`src/rtl/pipe_ctrl_pkg.sv`:
```
// Shared definitions for the pipeline stall/flush sequencer: state encoding,
// control-bundle layout and the per-hazard control-bundle builder.
package pipe_ctrl_pkg;

  localparam int REG_W_DEF = 4;

  localparam logic [1:0] ST_RUN      = 2'd0;
  localparam logic [1:0] ST_MEM_WAIT = 2'd1;
  localparam logic [1:0] ST_HALT     = 2'd2;

  typedef enum logic [1:0] {
    RUN      = ST_RUN,
    MEM_WAIT = ST_MEM_WAIT,
    HALT     = ST_HALT
  } state_t;

  localparam int CTL_PC_EN        = 0;
  localparam int CTL_IF_ID_EN     = 1;
  localparam int CTL_IF_ID_FLUSH  = 2;
  localparam int CTL_ID_EX_EN     = 3;
  localparam int CTL_ID_EX_BUBBLE = 4;
  localparam int CTL_EX_MEM_EN    = 5;
  localparam int CTL_W            = 6;

  typedef logic [CTL_W-1:0] ctl_t;

  // Control bundle for a pipeline that is free to move; a taken branch wins
  // over load-use because the ID instruction is then on the wrong path.
  function automatic ctl_t hazard_ctl(input logic branch, input logic load_use);
    ctl_t c;
    c = '1;
    if (!branch) begin
      c[CTL_IF_ID_FLUSH] = 1'b0;
      if (load_use) begin
        c[CTL_PC_EN]    = 1'b0;
        c[CTL_IF_ID_EN] = 1'b0;
      end else begin
        c[CTL_ID_EX_BUBBLE] = 1'b0;
      end
    end
    return c;
  endfunction

endpackage

```
`src/rtl/sat_counter.sv`:
```
// Saturating up-counter: increments on inc, sticks at all-ones, clears on reset.
module sat_counter #(
  parameter int CNT_W = 16
) (
  input  logic             clk,
  input  logic             reset,
  input  logic             inc,
  output logic [CNT_W-1:0] count
);

  always_ff @(posedge clk or posedge reset) begin
    if (reset) begin
      count <= '0;
    end else if (inc && (count != '1)) begin
      count <= count + 1'b1;
    end
  end

endmodule

```
`src/rtl/pipeline_hazard_ctrl.sv`:
```
// Stall/flush sequencer for the 5-stage pipeline; controls are combinational
// (zero-cycle) from inputs and state, with a memory-wait watchdog and perf counters.
module pipeline_hazard_ctrl
  import pipe_ctrl_pkg::*;
#(
  parameter int REG_W    = REG_W_DEF,
  parameter int WAIT_MAX = 255,
  parameter int CNT_W    = 16
) (
  input  logic             clk,
  input  logic             reset,
  input  logic [REG_W-1:0] id_rn,
  input  logic [REG_W-1:0] id_rm,
  input  logic             id_use_rn,
  input  logic             id_use_rm,
  input  logic             ex_load,
  input  logic [REG_W-1:0] ex_rd,
  input  logic             ex_branch_taken,
  input  logic             mem_req,
  input  logic             mem_ready,
  output logic             pc_enable,
  output logic             if_id_enable,
  output logic             if_id_flush,
  output logic             id_ex_enable,
  output logic             id_ex_bubble,
  output logic             ex_mem_enable,
  output logic             mem_timeout,
  output logic [CNT_W-1:0] stall_cycles,
  output logic [CNT_W-1:0] flush_count
);

  localparam int WAIT_W = $clog2(WAIT_MAX + 1);

  state_t            state, state_nxt;
  logic [WAIT_W-1:0] wait_cnt, wait_nxt;
  logic              timeout_nxt;
  logic              load_use, mem_stall;
  ctl_t              ctl;

  assign load_use  = ex_load & ((id_use_rn & (id_rn == ex_rd)) |
                                (id_use_rm & (id_rm == ex_rd)));
  assign mem_stall = mem_req & ~mem_ready;

  always_ff @(posedge clk or posedge reset) begin
    if (reset) begin
      state       <= RUN;
      wait_cnt    <= '0;
      mem_timeout <= 1'b0;
    end else begin
      state       <= state_nxt;
      wait_cnt    <= wait_nxt;
      mem_timeout <= timeout_nxt;
    end
  end

  // ctl defaults to all-zero, which is the freeze bundle.
  always_comb begin
    state_nxt   = state;
    wait_nxt    = wait_cnt;
    timeout_nxt = mem_timeout;
    ctl         = '0;
    case (state)
      RUN: begin
        if (mem_stall) begin
          state_nxt = MEM_WAIT;
          wait_nxt  = WAIT_W'(1);
        end else begin
          ctl = hazard_ctl(ex_branch_taken, load_use);
        end
      end
      MEM_WAIT: begin
        if (!mem_ready) begin
          if (wait_cnt == WAIT_W'(WAIT_MAX)) begin
            state_nxt   = HALT;
            timeout_nxt = 1'b1;
          end else begin
            wait_nxt = wait_cnt + 1'b1;
          end
        end else begin
          // Hazards that arrived during the wait are resolved on the release cycle.
          ctl       = hazard_ctl(ex_branch_taken, load_use);
          state_nxt = RUN;
          wait_nxt  = '0;
        end
      end
      HALT: begin
        state_nxt = HALT;
      end
      default: begin
        state_nxt = RUN;
        wait_nxt  = '0;
      end
    endcase
    if (reset) begin
      ctl = '0;
    end
  end

  assign pc_enable     = ctl[CTL_PC_EN];
  assign if_id_enable  = ctl[CTL_IF_ID_EN];
  assign if_id_flush   = ctl[CTL_IF_ID_FLUSH];
  assign id_ex_enable  = ctl[CTL_ID_EX_EN];
  assign id_ex_bubble  = ctl[CTL_ID_EX_BUBBLE];
  assign ex_mem_enable = ctl[CTL_EX_MEM_EN];

  sat_counter #(.CNT_W(CNT_W)) u_stall_cnt (
    .clk   (clk),
    .reset (reset),
    .inc   (~ctl[CTL_PC_EN]),
    .count (stall_cycles)
  );

  sat_counter #(.CNT_W(CNT_W)) u_flush_cnt (
    .clk   (clk),
    .reset (reset),
    .inc   (ctl[CTL_IF_ID_FLUSH]),
    .count (flush_count)
  );

endmodule
```
`config.mk`:
```
export PLATFORM = sky130hd
export DESIGN_NAME = pipeline_hazard_ctrl
export DESIGN_NICKNAME = d
export VERILOG_FILES = /design/src/rtl/pipe_ctrl_pkg.sv /design/src/rtl/sat_counter.sv /design/src/rtl/pipeline_hazard_ctrl.sv
export SDC_FILE = /design/constraint.sdc
export NUM_CORES = 1
export LEC_CHECK = 0
export ABC_AREA = 1
export CAP_MARGIN = 30
export CORE_UTILIZATION = 45
export DETAILED_ROUTE_END_ITERATION = 16
export GPL_ROUTABILITY_DRIVEN = 0
export HOLD_SLACK_MARGIN = 0.02
export PLACE_DENSITY = 0.79
export SYNTH_ARGS = -nofsm -noshare
export SYNTH_HDL_FRONTEND = slang
export SYNTH_SLANG_ARGS = --single-unit
```
`constraint.sdc`:
```
create_clock -name clk -period 5.59 [get_ports clk]
set_clock_uncertainty 0.2 [all_clocks]
set_input_delay 1.118 -clock clk [delete_from_list [all_inputs] [get_ports clk]]
set_output_delay 1.118 -clock clk [all_outputs]
set_load 0.05 [all_outputs]
```
Word-level counts from Yosys, hierarchy flattened. Index checks and enable logic that the tools add are counted.

Add/subtract/negate cells: 3. Equal/unequal tests: 10. Muxes and demuxes: 16. Bitwise logic cells: 8. Reductions and logical operators: 6.

Operator list (number): adder 16 x 1 -> 16 bit (second input constant) (2); != test 16 bit (second input constant) (2); 2-to-1 mux 8 bit (3); one-hot mux 8 bit (3 select lines) (1); 2-to-1 mux 6 bit (3); one-hot mux 6 bit (2 select lines) (1); adder 8 x 1 -> 8 bit (second input constant) (1); == test 4 bit (2); == test 8 bit (second input constant) (1); 2-to-1 mux 2 bit (4); != test 3 bit (second input constant) (2); one-hot mux 2 bit (3 select lines) (1); AND reduction 3 bit (2); AND 1 bit (4); 2-to-1 mux 3 bit (1); inverter 1 bit (3); == test 2 x 1 -> 1 bit (second input constant) (1); == test 2 bit (second input constant) (1); logical AND 1 bit (2); zero test 2 bit (1); 2-to-1 mux 1 bit (2); != test 2 bit (second input constant) (1); AND reduction 2 bit (1); bitwise OR 1 bit (1).

Register bits after elaboration: 43. Input bits: 20. Output and inout bits: 39.

Logic depth before layout (Yosys ltp).
Depth after elaboration: 11. Mapped depth: 12.

Hierarchy. From an unflattened synthesis, not the netlist that was laid out.

Cells, all modules: 424. Area, all modules: 2990.4 µm².

By module, submodules not included: sat_counter (instances 2, cells each 150, area an instance 1069.8 µm², seq. area each 400.4 µm²); pipeline_hazard_ctrl (instances 1, cells each 124, area an instance 850.8 µm², seq. area each 275.3 µm²).

Worst setup path before layout. OpenSTA, ideal clock, no wires.

Path type: in2out. Start: input port mem_ready. End: output port pc_enable. Arrival time: 2632 ps. Data required time: 4272 ps. Setup slack: 1640 ps. Stages: 10. Buffers on the path: 2. Cell sequence: inv_2 -> nand2_2 -> nand2_1 -> o21ai_2 -> inv_2 -> nor2_8 -> nand2_2 -> buf_2 -> nand2_1 -> buf_4.

Cells in the longest elaborated chain, start to end: 5.

RTL lines: from (decl) (line pipeline_hazard_ctrl.sv:20) `input logic mem_ready,`; inverter 1 bit (no line); AND 1 bit (line pipeline_hazard_ctrl.sv:42) `assign mem_stall = mem_req & ~mem_ready;`; 2-to-1 mux 6 bit (line pipeline_hazard_ctrl.sv:64) `if (mem_stall) begin`; one-hot mux 6 bit (2 select lines) (*) (line pipeline_hazard_ctrl.sv:62) `case (state)`; 2-to-1 mux 6 bit (*) (line pipeline_hazard_ctrl.sv:94) `if (reset) begin`; to (decl) (line pipeline_hazard_ctrl.sv:21) `output logic pc_enable,`.

Every way passes the cells marked *; elsewhere a longest branch is shown, timed or not.

Final worst setup path. Ends and elaborated chain as after synthesis.

==> results.sh <==
export IMPL_status="finished, final reports clean"
export IMPL_n_fill_cell=529
export IMPL_layout_common_cells="nand2_1 (109), clkdlybuf4s50_1 (58), dfrtp_1 (43)"
export IMPL_grtUsageTotal=0.209
export IMPL_grt_overflow=0
export IMPL_synthAdderAreaFrac=0.0137
export IMPL_ys_seq_area_frac=0.394
export IMPL_r2r_start="u_stall_cnt.count[0]$_DFFE_PP0P_"
export IMPL_route_detailed_drc=0
export IMPL_io_buffers=58
export IMPL_dpl_hpwl_um=4570
export IMPL_critical_path_class="in -> out"
export IMPL_fp_coreArea_um2=5890
export IMPL_cts_resized=0
export IMPL_drv_slew=0
export IMPL_diodes=0
export IMPL_grt_max_degree=25
export IMPL_crit_family="buffers and inverters"
export IMPL_die_x_um=79.9
export IMPL_worstMarginPinSlew_ns=0.880
export IMPL_rows=28
export IMPL_end_kind="output pin"
export IMPL_power_mw=1.42
export IMPL_postCtsSetupBuffers=0
export IMPL_netlist_instances=365
export IMPL_ys_warnings_count=0
export IMPL_yosysUniqueCellTypes=33
export IMPL_hp_class="reg -> reg"
export IMPL_crit_chain="clkdlybuf4s50_1 > inv_2 > nand2_2 > nand2_1 > o21ai_2 > inv_2 > nor2_8 > nand2_4 > nand2_1 > clkdlybuf4s50_1"
export IMPL_synth_area_mux_share=0
export IMPL_clk_pin_slew_worst_paths_ns=0.09
export IMPL_drive_gt1_frac=0.0637
export IMPL_async_flop_share=1.00
export IMPL_max_cap_violations=0
export IMPL_ioPinCount=59
export IMPL_detail_route_wl_per_cell_um=12.0
export IMPL_final_common_cell="nand2_1"
export IMPL_drt_initial_drc_count=151
export IMPL_start_util=0.464
export IMPL_crit_path_max_fanout=22
export IMPL_cts_made_buffers=5
export IMPL_vias=2538
export IMPL_cp_startpoint="mem_ready"
export IMPL_setup_viol=0
export IMPL_tritoncts="done"
export IMPL_dp_slack_ns=0.973
export IMPL_antenna_left=0
export IMPL_synthXorXnorAreaFrac=0.0957
export IMPL_vias_per_cell=5.09
export IMPL_p_per_area_nw_per_um2=408
export IMPL_grt_pass1_vias=2421
export IMPL_final_hold_violation_count=0
export IMPL_path_buf_inv=4
export IMPL_hold_buffers=0
export IMPL_holdCritStartpoint="mem_timeout$_DFFE_PP0P_"
export IMPL_die_area_um2=6390
export IMPL_cts_root_buffer="clkbuf_8"
export IMPL_cpPeakStageDelay_ns=0.80
export IMPL_avgSynthCellArea_um2=7.49
export IMPL_synth_nets=388
export IMPL_synth_compound_area_frac=0.0462
export IMPL_synth_top_family_by_area="simple AND/OR/NAND/NOR gates"
export IMPL_max_freq_ghz=0.216
export IMPL_required_ns=4.27
export IMPL_crit_path_start_kind="input port"
export IMPL_cts_sinks=43
export IMPL_fin_ws_ns=0.967
export IMPL_worstSkewPairLatency_ns=0.30
export IMPL_yosys_most_used_dff="dfrtp_1"
export IMPL_htreeDepth=2
export IMPL_synthToLayoutAreaGrowth_pct=27.8
export IMPL_crit_arrival_ns=3.30
export IMPL_period_needed_ns=4.62
export IMPL_yosys_area_share_simple=0.368
export IMPL_die_h_um=79.9
export IMPL_grt_pass1_wl_um=10600
export IMPL_fin_util=0.594
export IMPL_rsz0062_at_grt="no"
export IMPL_netlist_area_um2=2730
export IMPL_antenna_found_initial=0
export IMPL_ys_ff_latch=43
export IMPL_cts_buffer_depth=2
export IMPL_final_nets=446
export IMPL_fin_crit_sh=0.827
export IMPL_setup_tns_ns=0
export IMPL_synth_edf_count=0
export IMPL_slew_limit_headroom=0.413
export IMPL_irDropWorstVdd_uv=234
export IMPL_wirelength_um=5990
export IMPL_p_leak_nw=1.62
export IMPL_drt_first_pass_iters=4
export IMPL_cp_slowest_cell="clkdlybuf4s50_1"
-- metal layers --
layer | wire length [µm] | GRT usage | vias to the layer above
li1 | - | - | 1292
met1 | 2690 | 0.258 | 1180
met2 | 2950 | 0.358 | 59
met3 | 281 | 0.0491 | 7
met4 | 68 | 0.0643 | 0
met5 | 0 | 0 | -
-- tightest hold or removal path: cells and delay by family, from the launching register on --
kind          cells  cell delay (ns)
simple gates      1             0.05
flops             1             0.35
buf+inv           1             0.04
-- power by group --
part | internal (mW) | leakage [nW] | total, mW | switching [mW]
sequential | 0.380 | 0.565 | 0.463 | 0.0834
clock | 0.179 | 0.0654 | 0.284 | 0.106
combinational | 0.224 | 0.985 | 0.677 | 0.454
total | 0.782 | 1.62 | 1.42 | 0.643
-- synthesized netlist by cell type, drive strengths merged (2+ instances only) --
| library cell | number | area [µm²] |
|---|---|---|
| dfrtp | 43 | 1080 |
| nand4 | 23 | 159 |
| inv | 44 | 165 |
| xor2 | 18 | 158 |
| o21ai | 16 | 83.8 |
| nor3 | 16 | 80.1 |
| nand2 | 114 | 445 |
| buf | 8 | 57.6 |
| a21oi | 2 | 10.0 |
| nor2 | 36 | 176 |
| xnor2 | 11 | 104 |
| nand3 | 23 | 125 |
| ha | 3 | 37.5 |
-- state kept, by name, indices dropped and copies added, names as in the netlist --
name	flops
mem_timeout	1
u_flush_cnt.count	16
wait_cnt	8
state	2
u_stall_cnt.count	16
-- path summary, 6_finish.rpt --
kind                                                           to  slack (ns)  cells past startpoint
worst max register to register  u_stall_cnt.count[11]$_DFFE_PP0P_        3.37                      9
worst min register to register            mem_timeout$_DFFE_PP0P_        0.27                      2
max in group asynchronous        u_stall_cnt.count[2]$_DFFE_PP0P_        3.10                      3
worst max-delay path                                    pc_enable        0.97                     10
min in group asynchronous        u_flush_cnt.count[6]$_DFFE_PP0P_        1.29                      2
worst min-delay path                      mem_timeout$_DFFE_PP0P_        0.27                      2
-- stage by stage --
step                hold slack (ns)  instances  area [µm²]
global route                  0.319        499        3490
global placement              0.248        491        3360
CTS                           0.272        499        3490
finish                        0.268        499        3490
detailed placement            0.249        491        3360
floorplan                     0.273        365        2730
-- logic make-up (layout without fill, tap and decap cells) --
family / after synthesis / in the layout
DFF: 43 / 43
xor gates and xnor gates: 29 / 29
adders and majority gates: 3 / 3
AOI/OAI and AO/OA: 22 / 22
and+or+nand+nor: 215 / 215
buffers and inverters: 53 / 112
-- cell type report --
| class | count | area [µm²] | share of cell area |
|---|---|---|---|
| clock inverter | 2 | 60.1 | 0.0172 |
| clock buffer | 6 | 72.6 | 0.0208 |
| sequential | 43 | 1080 | 0.308 |
| inverter | 44 | 165 | 0.0473 |
| multi-input combinational | 269 | 1430 | 0.410 |
| tap | 75 | 93.8 | 0.0269 |
| timing repair buffer | 60 | 596 | 0.170 |
(Power assumes the default switching activity.)
